## src/rtl/jtag_ir_pkg.sv

```systemverilog
// jtag_ir_pkg: shared constants and types for the parametrised JTAG IR.
//   IR_IDCODE/IR_DTMCS/IR_DMI : 8-bit opcodes, zero-extended or truncated to IR_WIDTH
//   IR_CAPTURE_LSBS           : fixed low bits loaded on Capture-IR
//   ir_sel_t                  : one-hot instruction select group
package jtag_ir_pkg;
  localparam logic [7:0] IR_IDCODE       = 8'h01;
  localparam logic [7:0] IR_DTMCS        = 8'h10;
  localparam logic [7:0] IR_DMI          = 8'h11;
  localparam logic [1:0] IR_CAPTURE_LSBS = 2'b01;

  typedef struct packed {
    logic idcode;
    logic dtmcs;
    logic dmi;
    logic bypass;
  } ir_sel_t;

  localparam ir_sel_t SEL_IDCODE = ir_sel_t'(4'b1000);
endpackage

```

## src/rtl/jtag_ir_decode.sv

```systemverilog
// jtag_ir_decode: combinational opcode -> one-hot select.
//   opcode : IR_WIDTH-bit instruction
//   sel    : one-hot select; anything unrecognised (incl. 0 and all-ones) folds to bypass
module jtag_ir_decode
  import jtag_ir_pkg::*;
#(
  parameter int IR_WIDTH = 8
) (
  input  logic [IR_WIDTH-1:0] opcode,
  output ir_sel_t             sel
);
  always_comb begin
    sel = '0;
    if (opcode == IR_WIDTH'(IR_IDCODE))     sel.idcode = 1'b1;
    else if (opcode == IR_WIDTH'(IR_DTMCS)) sel.dtmcs  = 1'b1;
    else if (opcode == IR_WIDTH'(IR_DMI))   sel.dmi    = 1'b1;
    else                                    sel.bypass = 1'b1;
  end
endmodule

```

## src/rtl/jtag_ir_param.sv

```systemverilog
// jtag_ir_param: parametrised JTAG instruction register with TLR handling,
// short-shift rejection, status capture and registered one-hot decode.
// Optional macro JTAG_IR_PARITY_EN adds an odd-parity bit shifted in last.
//   clk, rst          : TCK clock, synchronous active-high reset
//   tlr               : Test-Logic-Reset, same effect as rst
//   capture_ir/shift_ir/update_ir : TAP state strobes
//   tdi, tdo          : serial in / out (tdo = shift_reg[0])
//   status_in         : captured into shift_reg[IR_WIDTH-1:3]
//   ir_out, sel_*     : latched instruction and its one-hot decode
//   ir_update_pulse   : one cycle after each accepted update
//   short_err         : sticky reject flag, cleared by capture
module jtag_ir_param
  import jtag_ir_pkg::*;
#(
  parameter int                  IR_WIDTH = 8,
  parameter logic [IR_WIDTH-1:0] RESET_IR = IR_WIDTH'(8'h01)
) (
  input  logic                clk,
  input  logic                rst,
  input  logic                tlr,
  input  logic                tdi,
  output logic                tdo,
  input  logic                capture_ir,
  input  logic                shift_ir,
  input  logic                update_ir,
  input  logic [IR_WIDTH-4:0] status_in,
  output logic [IR_WIDTH-1:0] ir_out,
  output logic                sel_idcode,
  output logic                sel_dtmcs,
  output logic                sel_dmi,
  output logic                sel_bypass,
  output logic                ir_update_pulse,
  output logic                short_err
);
`ifdef JTAG_IR_PARITY_EN
  localparam int PAR_W = 1;
`else
  localparam int PAR_W = 0;
`endif
  localparam int SR_W  = IR_WIDTH + PAR_W;
  localparam int CNT_W = $clog2(SR_W + 1);
  localparam logic [CNT_W-1:0] CNT_FULL = CNT_W'(SR_W);

  if (IR_WIDTH < 5 || IR_WIDTH > 16) begin : g_bad_width
    $error("jtag_ir_param: IR_WIDTH must be 5..16");
  end

  logic [SR_W-1:0]     shift_reg;
  logic [CNT_W-1:0]    shift_cnt;
  logic [IR_WIDTH-1:0] ir_q;
  ir_sel_t             sel_q, dec_sel;
  logic                pulse_q, err_q;
  logic                par_ok, len_ok, accept, reject;

`ifdef JTAG_IR_PARITY_EN
  assign par_ok = ^shift_reg;
`else
  assign par_ok = 1'b1;
`endif
  assign len_ok = (shift_cnt == CNT_FULL);

  // Capture/shift outrank update, so an accept needs update alone. A reject
  // still sets short_err when overlapping capture so the error is not lost.
  assign accept = update_ir & ~capture_ir & ~shift_ir & len_ok & par_ok;
  assign reject = update_ir & ~shift_ir & ~(len_ok & par_ok);

  jtag_ir_decode #(.IR_WIDTH(IR_WIDTH)) u_dec (
    .opcode (shift_reg[IR_WIDTH-1:0]),
    .sel    (dec_sel)
  );

  always_ff @(posedge clk) begin
    if (rst || tlr) begin
      shift_reg <= SR_W'(RESET_IR);
      shift_cnt <= '0;
      ir_q      <= RESET_IR;
      sel_q     <= SEL_IDCODE;
      pulse_q   <= 1'b0;
      err_q     <= 1'b0;
    end else begin
      pulse_q <= accept;
      if (reject)          err_q <= 1'b1;
      else if (capture_ir) err_q <= 1'b0;

      if (capture_ir) begin
        // zero-extension leaves the parity bit (if present) at 0
        shift_reg <= SR_W'({status_in, err_q, IR_CAPTURE_LSBS});
        shift_cnt <= '0;
      end else if (shift_ir) begin
        shift_reg <= {tdi, shift_reg[SR_W-1:1]};
        if (shift_cnt != CNT_FULL) shift_cnt <= shift_cnt + CNT_W'(1);
      end else if (update_ir) begin
        shift_cnt <= '0;
        if (accept) begin
          ir_q  <= shift_reg[IR_WIDTH-1:0];
          sel_q <= dec_sel;
        end
      end
    end
  end

  assign tdo             = shift_reg[0];
  assign ir_out          = ir_q;
  assign sel_idcode      = sel_q.idcode;
  assign sel_dtmcs       = sel_q.dtmcs;
  assign sel_dmi         = sel_q.dmi;
  assign sel_bypass      = sel_q.bypass;
  assign ir_update_pulse = pulse_q;
  assign short_err       = err_q;
endmodule

```

## config.mk

```make
export PLATFORM = sky130hd
export DESIGN_NAME = jtag_ir_param
export DESIGN_NICKNAME = d
export VERILOG_FILES = /design/src/rtl/jtag_ir_pkg.sv /design/src/rtl/jtag_ir_decode.sv /design/src/rtl/jtag_ir_param.sv
export SDC_FILE = /design/constraint.sdc
export NUM_CORES = 1
export LEC_CHECK = 0
export ABC_AREA = 1
export CORE_ASPECT_RATIO = 1.5
export CORE_UTILIZATION = 37
export CTS_BUF_LIST = sky130_fd_sc_hd__clkbuf_4
export DETAILED_ROUTE_END_ITERATION = 8
export PLACE_DENSITY = 0.6
export REMOVE_ABC_BUFFERS = 1
export SLEW_MARGIN = 10
export SYNTH_ARGS = -nofsm -noshare
export SYNTH_HDL_FRONTEND = slang
export SYNTH_SLANG_ARGS = --single-unit
```

## constraint.sdc

```tcl
create_clock -name clk -period 4 [get_ports clk]
set_input_delay 0.8 -clock clk [delete_from_list [all_inputs] [get_ports clk]]
set_output_delay 0.8 -clock clk [all_outputs]
set_load 0.02 [all_outputs]
```

==> results.yml <==
status:
  outcome: "finished, final reports clean"
yosys:
  yosys.area.top_type: "dfxtp_1"
  synth_common_cells: "nor2_1, nand2_1, dfxtp_1"
  ys_ff_latch: 26
  synth_area_sq_um: 1090
  synth_most_common_cell: "nor2_1"
  yosysUniqueCellTypes: 25
  synth_flop_cell: "dfxtp_1"
  ys_seq_area_frac: 0.477
  synth_top_area_frac: 0.477
  synthArstFlopShare: 0
  avgSynthCellArea_sq_um: 7.58
  syn_inst: 144
  synth.top_cells.by_area: "dfxtp_1, nor2_1, nand2_1"
  synth-edff-count: 0
  yosysWarnings: 0
final_layout:
  antenna_cells: 0
  syn2layout_area_growth_pct: 31.5
  layout.nets: 187
  drive_gt1_frac: 0.0698
die:
  initial_utilization: 0.399
  core-area_sq_um: 2730
  dieArea_sq_um: 3170
  ios: 27
  die_h_microns: 68.5
  rows: 23
  die_x_microns: 46.3
critical_path:
  cp-start-kind: "register"
  worstSetupPathType: "register to output port"
  r2r_cells: 8
  worstReg2RegEnd: "sel_dtmcs"
  ff2ff_setup_slack_ns: 2.50
  slowest_delay_ns: 0.62
  worstSetupEndpointType: "output port"
  slowest_stage: "clkdlybuf4s50_1"
  crit_chain: "clkdlybuf4s50_1"
  worst_ep_required_time_ns: 3.20
  r2r_start: "shift_cnt[0]"
  arrival_ns: 1.35
  crit_fanout: 3
  critical_path.top_delay_family: "buffers and inverters"
  path_buf_inv: 1
power:
  swShare: 0.220
  clockPowerShare: 0.374
  p_comb_frac: 0.084
  ir_drop_uv: 252
  power_leakage_nw: 0.554
  intPower_mw: 0.383
  power.density_nw_per_um2: 342
  p_seq_frac: 0.542
  power.switching_mw: 0.108
clock_network:
  clk_latency_ns: 0.33
  cts_root_buffer: "clkbuf_4"
  cts_hold_buf: 0
  clockBufferDepth: 2
  clk_pin_slew_worst_paths_ns: 0.14
  cts_resized: 0
  post-cts-setup-buffer-count: 0
  cts_buffers: 3
  clock-sinks: 26
  cts_tree: "built"
  h-tree-depth: 1
placement:
  hpwl_mm: 1.89
  port_buffers: 26
  gp_congestion: 0.754
timing:
  fin_setup_tns_ns: 0
  rsz0062_at_grt: "no"
  slew_headroom: 0.607
  finalMaxSlewViolations: 0
  fin_crit_sh: 0.538
  fmax_mhz: 465
  setup_viol: 0
  worst_pin_slew_ns: 0.590
  finClkSkew_ns: 0.00353
  finalHoldViolCount: 0
  period_needed_ns: 2.15
  hold-worst-slack_ns: 0.486
grt:
  grt_overflow: 0
  antenna_found_initial: 0
  grtUsageTotal: 0.181
  grt_pass1_vias: 959
  grt_pass1_wl_mm: 4.08
  grt_start_max_net_pins: 18
worst_hold_path:
  hold_end: "sel_bypass"
  min_from: "sel_bypass"
  worstHoldPathType: "register to register"
  whs_path_depth: 2
route:
  num_vias: 1004
  avgViaCountPerCell: 4.80
  first_pass_iters: 5
  ant_nets: 0
  wl_per_cell_microns: 11.8
  drcViolationCount: 0
  routed_wl_mm: 2.46
  drt_iter0_markers: 21
run:
  drv_cap: 0
==> how the worst max path moves through the flow <==
stage | start | end | cells past startpoint
2_1_floorplan | tlr | shift_cnt[0] | 5
3_3_place_gp | shift_ir | sel_dtmcs | 8
3_5_place_dp | tlr | shift_cnt[0] | 6
4_1_cts | short_err | short_err | 1
5_1_grt | short_err | short_err | 1
6_report | short_err | short_err | 1
==> cell usage in the layout (no fill, tap or decap), types with 2 or more instances in the layout <==
master,netlist,layout
inv_2,3,3
nor2_2,2,2
nor3_1,2,2
dfxtp_1,26,26
inv_1,11,11
clkbuf_4,0,3
a221oi_1,2,2
nand3_1,2,2
ha_1,2,2
a211oi_1,2,2
clkdlybuf4s50_1,0,26
a21oi_1,6,6
o21ai_1,5,5
nand2_1,29,29
nor2_1,32,32
o211ai_1,2,2
o21ai_0,8,8
==> cell type report <==
class | count | area (sq um)
Fill cell | 279 | 1300
Timing Repair Buffer | 26 | 260
Clock buffer | 3 | 22.5
Clock inverter | 1 | 30.0
Tap cell | 37 | 46.3
Inverter | 14 | 52.6
Sequential cell | 26 | 520
Multi-Input combinational cell | 102 | 503
==> through the flow <==
| stage | total power, mW | utilization | instances | setup WS (ns) | cell area, sq um |
|---|---|---|---|---|---|
| floorplan | 0.292 | - | 142 | 2.38 | 1080 |
| global placement | 0.312 | 0.506 | 205 | 1.69 | 1380 |
| finish | 0.491 | 0.525 | 209 | 1.85 | 1440 |
| CTS | 0.493 | 0.525 | 209 | 1.84 | 1440 |
| global route | 0.508 | 0.525 | 209 | 1.82 | 1440 |
| detailed placement | 0.313 | 0.506 | 205 | 1.61 | 1380 |
==> metal layers <==
layer,vias up,GRT usage,part of all wire
met1,457,0.195,0.42
met2,18,0.325,0.53
li1,522,-,-
met4,0,0.0993,0.023
met3,7,0.0260,0.027
met5,-,0,0
==> power by group through the flow <==
stage	Sequential (mW)	Clock, mW	Combinational (mW)
5_1_grt	0.267	0.196	0.0457
2_1_floorplan	0.272	0	0.0209
4_1_cts	0.266	0.185	0.0414
3_3_place_gp	0.272	0	0.0403
3_5_place_dp	0.272	0	0.0412
6_report	0.266	0.183	0.0412
==> kinds of logic after synthesis <==
family,synth area share
buffers and inverters,0.0619
adder cells (fa/ha/maj),0.0229
AO/OA/AOI/OAI,0.150
XOR/XNOR,0.0161
flip-flops,0.477
AND/OR/NAND/NOR,0.272
No activity file was read; power rests on OpenSTA's default activity.
